File: src/rtl/if_stage_pkg.sv
// Shared types and constants for the instruction-fetch stage.
// Holds the FSM encodings, the bubble encoding and the fetch-buffer entry layout.
package if_stage_pkg;

  localparam logic [31:0] RESET_PC = 32'h0000_0000;
  localparam logic [31:0] NOP_INST = 32'h0000_0000;

  typedef enum logic [1:0] {
    IF_RUN      = 2'd0,
    IF_DRAIN    = 2'd1,
    IF_BUFFERED = 2'd2
  } if_state_e;

  typedef struct packed {
    logic [31:0] inst;
    logic [31:0] pc4;
    logic        full;
  } fb_entry_t;

  // Fetch addresses are word aligned; low two bits of any target are dropped.
  function automatic logic [31:0] align_pc(input logic [31:0] a);
    return {a[31:2], 2'b00};
  endfunction

endpackage

File: src/rtl/if_stage_if.sv
// Instruction-memory request/response bundle between the fetch stage and memory.
interface if_stage_if;
  logic [31:0] imem_addr;
  logic        imem_req;
  logic [31:0] imem_rdata;
  logic        imem_ready;

  modport master (output imem_addr, imem_req, input imem_rdata, imem_ready);
  modport slave  (input imem_addr, imem_req, output imem_rdata, imem_ready);
endinterface

File: src/rtl/if_stage_fetch_buffer.sv
// One-entry holding register for a word fetched while decode is stalled.
// drain only empties the entry; clear also wipes the stored data.
module if_stage_fetch_buffer
  import if_stage_pkg::*;
(
  input  logic        clk,
  input  logic        resetn,
  input  logic        load,
  input  logic        drain,
  input  logic        clear,
  input  logic [31:0] inst_in,
  input  logic [31:0] pc4_in,
  output fb_entry_t   entry
);

  fb_entry_t entry_q, entry_d;

  always_comb begin
    entry_d = entry_q;
    if (clear) begin
      entry_d = '0;
    end else if (load) begin
      entry_d.inst = inst_in;
      entry_d.pc4  = pc4_in;
      entry_d.full = 1'b1;
    end else if (drain) begin
      entry_d.full = 1'b0;
    end
  end

  always_ff @(posedge clk or negedge resetn) begin
    if (!resetn) entry_q <= '0;
    else         entry_q <= entry_d;
  end

  assign entry = entry_q;

endmodule

File: src/rtl/if_stage.sv
// Instruction-fetch stage: PC register, next-PC select, imem handshake and IF/ID register.
//   state       | meaning
//   IF_RUN      | fetching at PC, request outstanding
//   IF_DRAIN    | redirect pending, waiting for the in-flight fetch to finish
//   IF_BUFFERED | decode stalled, next word parked in the fetch buffer
module if_stage
  import if_stage_pkg::*;
(
  input  logic        clk,
  input  logic        resetn,
  input  logic        stall,
  input  logic        branch,
  input  logic        jump,
  input  logic        jr,
  input  logic [31:0] bpc,
  input  logic [31:0] jpc,
  input  logic [31:0] rpc,
  if_stage_if.master  imem,
  output logic [31:0] id_inst,
  output logic [31:0] id_pc4,
  output logic        id_valid
);

  if_state_e   state_q, state_d;
  logic [31:0] pc_q, pc_d;
  logic [31:0] redir_pc_q, redir_pc_d;
  logic [31:0] id_inst_q, id_inst_d;
  logic [31:0] id_pc4_q, id_pc4_d;
  logic        id_valid_q, id_valid_d;

  logic        redirect;
  logic        ready;
  logic [31:0] target;
  logic [31:0] pc_plus4;
  logic        fb_load, fb_drain, fb_clear;
  fb_entry_t   fb;

  // A branch seen during a stall has stale operands, so it is ignored.
  assign redirect = branch & ~stall;
  assign ready    = imem.imem_ready;
  assign target   = align_pc(jr ? rpc : (jump ? jpc : bpc));
  assign pc_plus4 = pc_q + 32'd4;

  if_stage_fetch_buffer u_fetch_buffer (
    .clk     (clk),
    .resetn  (resetn),
    .load    (fb_load),
    .drain   (fb_drain),
    .clear   (fb_clear),
    .inst_in (imem.imem_rdata),
    .pc4_in  (pc_plus4),
    .entry   (fb)
  );

  always_ff @(posedge clk or negedge resetn) begin
    if (!resetn) begin
      state_q    <= IF_RUN;
      pc_q       <= RESET_PC;
      redir_pc_q <= '0;
      id_inst_q  <= NOP_INST;
      id_pc4_q   <= '0;
      id_valid_q <= 1'b0;
    end else begin
      state_q    <= state_d;
      pc_q       <= pc_d;
      redir_pc_q <= redir_pc_d;
      id_inst_q  <= id_inst_d;
      id_pc4_q   <= id_pc4_d;
      id_valid_q <= id_valid_d;
    end
  end

  always_comb begin
    state_d = state_q;
    case (state_q)
      IF_RUN: begin
        if (redirect) begin
          if (!ready) state_d = IF_DRAIN;
        end else if (stall && ready) begin
          state_d = IF_BUFFERED;
        end
      end
      IF_DRAIN:    if (ready) state_d = IF_RUN;
      IF_BUFFERED: if (!stall) state_d = IF_RUN;
      default:     state_d = IF_RUN;
    endcase
  end

  always_comb begin
    pc_d       = pc_q;
    redir_pc_d = redir_pc_q;
    id_inst_d  = id_inst_q;
    id_pc4_d   = id_pc4_q;
    id_valid_d = id_valid_q;
    fb_load    = 1'b0;
    fb_drain   = 1'b0;
    fb_clear   = 1'b0;
    case (state_q)
      IF_RUN: begin
        if (redirect) begin
          {id_inst_d, id_pc4_d, id_valid_d} = {NOP_INST, 32'd0, 1'b0};
          if (ready) pc_d = target;
          else       redir_pc_d = target;
        end else if (stall) begin
          if (ready) begin
            fb_load = 1'b1;
            pc_d    = pc_plus4;
          end
        end else if (ready) begin
          {id_inst_d, id_pc4_d, id_valid_d} = {imem.imem_rdata, pc_plus4, 1'b1};
          pc_d = pc_plus4;
        end else begin
          {id_inst_d, id_pc4_d, id_valid_d} = {NOP_INST, 32'd0, 1'b0};
        end
      end
      IF_DRAIN: begin
        {id_inst_d, id_pc4_d, id_valid_d} = {NOP_INST, 32'd0, 1'b0};
        if (redirect) redir_pc_d = target;
        // A redirect arriving on the completing cycle is the newest target.
        if (ready) pc_d = redirect ? target : redir_pc_q;
      end
      IF_BUFFERED: begin
        if (redirect) begin
          fb_clear = 1'b1;
          pc_d     = target;
          {id_inst_d, id_pc4_d, id_valid_d} = {NOP_INST, 32'd0, 1'b0};
        end else if (!stall) begin
          fb_drain = 1'b1;
          {id_inst_d, id_pc4_d, id_valid_d} = {fb.inst, fb.pc4, fb.full};
        end
      end
      default: ;
    endcase
  end

  always_comb begin
    imem.imem_addr = pc_q;
    imem.imem_req  = resetn & (state_q != IF_BUFFERED);
    id_inst        = id_inst_q;
    id_pc4         = id_pc4_q;
    id_valid       = id_valid_q;
  end

endmodule

File: src/flat_wrapper.sv
// flat-port wrapper written by rule: the top's interface ports become plain ports
module if_stage_flat import if_stage_pkg::*;
  (clk, resetn, stall, branch, jump, jr, bpc, jpc, rpc, id_inst, id_pc4, id_valid, imem_imem_addr, imem_imem_req, imem_imem_rdata, imem_imem_ready);
  if_stage_if imem_i ();
  input  logic clk;
  input  logic resetn;
  input  logic stall;
  input  logic branch;
  input  logic jump;
  input  logic jr;
  input  logic [31:0] bpc;
  input  logic [31:0] jpc;
  input  logic [31:0] rpc;
  output logic [31:0] id_inst;
  output logic [31:0] id_pc4;
  output logic id_valid;
  output wire logic [$bits(imem_i.imem_addr)-1:0] imem_imem_addr;
  output wire logic [$bits(imem_i.imem_req)-1:0] imem_imem_req;
  input wire logic [$bits(imem_i.imem_rdata)-1:0] imem_imem_rdata;
  input wire logic [$bits(imem_i.imem_ready)-1:0] imem_imem_ready;
  assign imem_imem_addr = imem_i.imem_addr;
  assign imem_imem_req = imem_i.imem_req;
  assign imem_i.imem_rdata = imem_imem_rdata;
  assign imem_i.imem_ready = imem_imem_ready;
  if_stage u_core (.clk(clk), .resetn(resetn), .stall(stall), .branch(branch), .jump(jump), .jr(jr), .bpc(bpc), .jpc(jpc), .rpc(rpc), .imem(imem_i), .id_inst(id_inst), .id_pc4(id_pc4), .id_valid(id_valid));
endmodule
File: config.mk
export PLATFORM = sky130hd
export DESIGN_NAME = if_stage_flat
export DESIGN_NICKNAME = d
export VERILOG_FILES = /design/src/rtl/if_stage_pkg.sv /design/src/rtl/if_stage_if.sv /design/src/rtl/if_stage_fetch_buffer.sv /design/src/rtl/if_stage.sv /design/src/flat_wrapper.sv
export SDC_FILE = /design/constraint.sdc
export NUM_CORES = 1
export LEC_CHECK = 0
export ABC_AREA = 1
export BUFFER_PORTS_ARGS = -buffer_cell sky130_fd_sc_hd__buf_2
export CORE_MARGIN = 2
export CORE_UTILIZATION = 60
export DETAILED_ROUTE_END_ITERATION = 8
export PLACE_DENSITY = 0.95
export SYNTH_ARGS = -nofsm -noshare
export SYNTH_HDL_FRONTEND = slang
export SYNTH_SLANG_ARGS = --single-unit
File: constraint.sdc
create_clock -name clk -period 3.5 [get_ports clk]
set_input_delay 0.175 -clock clk [delete_from_list [all_inputs] [get_ports clk]]
set_output_delay 0.175 -clock clk [all_outputs]
set_load 0.01 [all_outputs]
==> key figures <==
Logic synthesis
  • Synth Register Bits: 196
  • Post-Syn Area per Cell: 7.03 µm²
  • Post-Synthesis Cell Area: 0.0112 mm²
  • Post-Synthesis Cells: 1592
  • EDFF count, synth: 0
  • Sequential share of the synthesized area: 43.8%
  • Post-synthesis async set-or-reset flop share: 100%
  • Warnings from Yosys: 0
  • Prevailing post-synth register cell: dfrtp_1
  • Syn_nets: 1732
  • Unique masters post-synth: 39

Detailed routing
  • DR DRC count: 0
  • Post-route ant nets: 0
  • 1st-iter DRT viols: 1511
  • DR pass1 iterations: 6
  • Avg WL per Cell: 15.8 µm
  • Via/cell ratio: 5.72
  • Via Count: 11500
  • Routed wire length: 31800 µm

GRT
  • GRT Util Overall: 32.3%
  • Remaining Overflow, GRT: 0
  • Met2 Resource Use GR: 51.9%
  • Gr busiest metal: met2
  • Largest net degree at the start of global routing: 103
  • First-pass GRT wire length: 52200 µm
  • Met3 usage: 5.26%
  • Met1 Use GR: 44.7%
  • Initial antenna violation count: 0
  • Vias in the first global route: 10700

Timing
  • Total negative slack: 0 ns
  • Final Hold Viols: 0
  • Worst-Margin Slew: 0.897 ns
  • Fmax: 0.384 GHz
  • Part of the cycle the worst path needs: 74.3%
  • Tmin final: 2.60 ns
  • Unrepaired setup endpoints after global routing: no
  • Slew headroom: 40.2%
  • Max Slew Vio Count: 0
  • Skew final: 0.0137 ns
  • Setup violations, final: 0

Cells and area
  • Layout cells sized above 1: 18.5%
  • Fin area: 0.0131 mm²
  • Area grow syn2layout: 17.0%
  • Nets@finish: 1915
  • Most common cell after layout, fill and taps aside: nand2_1
  • ANT cells: 0
  • Most frequent cells in the layout: nand2_1 (551), buf_2 (225), dfrtp_1 (196)

Clock network
  • Postcts setup bufs: 0
  • CTS tree: done
  • CTS max path bufs: 2
  • Post-cts gate resize count: 0
  • # clock sinks: 196
  • Clock root cell: clkbuf_16
  • CTS buffer count: 17
  • Clock transition at path regs: 0.08 ns
  • Skew-Pair Late Insertion Delay: 0.44 ns
  • H-tree depth: 4

Critical path
  • Max incr delay on CP: 0.49 ns
  • CP Class: reg2reg
  • Slowest cell on crit path: nand2_2
  • Element type at the critical path start: register
  • CP Data Required Time: 3.88 ns
  • Arr. time, crit path: 2.98 ns
  • Crit Path Max Fanout: 34
  • Cells along the critical path: inv_1 > ha_1 > buf_4 > nand2_2 > buf_4 > o22ai_1 > nand2_1 > nand2_1
  • Crit. End Element: register

Floorplan
  • Core footprint: 0.0181 mm²
  • Effective utilization at floorplan: 61.7%
  • Die area: 0.0198 mm²
  • Die Y: 141 µm
  • Rows: 49
  • Width of the die: 141 µm
  • Io pins: 233

Worst hold path
  • Min-Delay Path Class: in2reg

Status
  • Status: finished clean

Power
  • Pwr per Cell Area: 883 mW/mm²
  • Worst VDD drop: 0.588 mV
  • P_leak: 0.00700 µW

Place
  • Dpl hpwl: 21400 µm
  • I/O Buffers: 226
  • Placed cell area: 0.0124 mm²
  • Gpl congestion: 0.912

Run
  • Max Cap Viol: 0
==> critical path: cells and delay by family, from the launching register on <==
family,cells,cell delay (ns)
buffers and inverters,3,0.86
and+or+nand+nor,3,0.68
DFF,1,0.46
AOI/OAI and AO/OA,1,0.19
adders and majority gates,1,0.32
==> state kept, by name, indices dropped and copies added, names as in the netlist <==
name                         count
u_core.state_q                   2
u_core.id_valid                  1
u_core.redir_pc_q               32
u_core.u_fetch_buffer.entry     65
u_core.imem.imem_addr           32
u_core.id_inst                  32
u_core.id_pc4                   32
==> kinds of logic (layout without fill, tap and decap cells) <==
kind of cell / after synthesis / count (layout) / synth area share, %
simple gates: 876 / 876 / 33.1
buf+inv: 268 / 464 / 9.58
compound gates: 239 / 239 / 12.3
flops: 196 / 196 / 43.8
xor+xnor: 8 / 8 / 0.693
fa+ha+maj: 5 / 5 / 0.559
==> cell usage after synthesis (15+ instances only) <==
library cell | number | share of area (%)
buf_2 | 36 | 1.6
nand3_1 | 126 | 5.6
o21ai_0 | 63 | 2.8
dfrtp_1 | 196 | 44
clkbuf_1 | 35 | 1.2
a21oi_1 | 40 | 1.8
inv_1 | 171 | 5.7
and2_1 | 15 | 0.84
a31oi_1 | 43 | 2.4
or2_2 | 28 | 1.6
o22ai_1 | 75 | 4.2
nand2_1 | 551 | 18
nor2_1 | 125 | 4.2
==> what timing repair did <==
item | in CTS | in global routing
hold endpoints to repair | 107 | 0
hold buffers | 8 | 0
endpoints found under the setup margin | 0 | 0
==> worst paths after layout <==
| check | from | end | slack [ns] | depth (start not counted) |
|---|---|---|---|---|
| setup / recovery | u_core.state_q[0]$_DFFE_PN0P_ | u_core.id_inst[2]$_DFFE_PN0P_ | 0.90 | 8 |
| hold / removal | imem_imem_rdata[0] | u_core.u_fetch_buffer.entry[33]$_DFFE_PN0P_ | 0.01 | 3 |
| setup reg to reg | u_core.state_q[0]$_DFFE_PN0P_ | u_core.id_inst[2]$_DFFE_PN0P_ | 0.90 | 8 |
| hold reg to reg | u_core.id_inst[25]$_DFFE_PN0P_ | u_core.id_inst[25]$_DFFE_PN0P_ | 0.48 | 2 |
| max in group asynchronous | resetn | u_core.imem.imem_addr[30]$_DFFE_PN0P_ | 2.07 | 3 |
| min in group asynchronous | resetn | u_core.u_fetch_buffer.entry[38]$_DFFE_PN0P_ | 0.37 | 2 |
==> area by class of cell <==
type / instances / area, µm²
multi-input cells: 1128 / 5240
fillers: 1295 / 5050
flip-flops and latches: 196 / 4900
repair buffers: 250 / 1350
inverters: 182 / 686
clock buffers: 17 / 425
well taps: 229 / 287
clock inverters: 15 / 198
==> metrics by stage <==
| stage | hold WS, ns | worst slack [ns] | total power (µW) | utilization [%] | std cells |
|---|---|---|---|---|---|
| global placement | 0.321 | 1.06 | 9120 | 68.3 | 1977 |
| finish | 0.0123 | 0.898 | 11600 | 72.2 | 2017 |
| floorplan | -0.121 | 1.68 | 7570 | - | 1592 |
| global route | 0.000587 | 0.719 | 12400 | 72.2 | 2017 |
| CTS | 0.000516 | 0.961 | 11400 | 72.2 | 2017 |
| detailed placement | 0.320 | 0.979 | 9350 | 68.3 | 1977 |
==> metal layers <==
layer  routed length [µm]  vias up
met5                    0        -
met4                 1040        0
met3                 2990       87
met2                14600      755
met1                13200     5256
li1                     -     5442
==> report_power, final <==
group	internal, µW	switching, µW	total [µW]
clock network	984	1030	2020
logic	1900	3680	5580
registers	3280	690	3970
total	6160	5400	11600
Note: power is estimated with default switching activity, not from simulation.
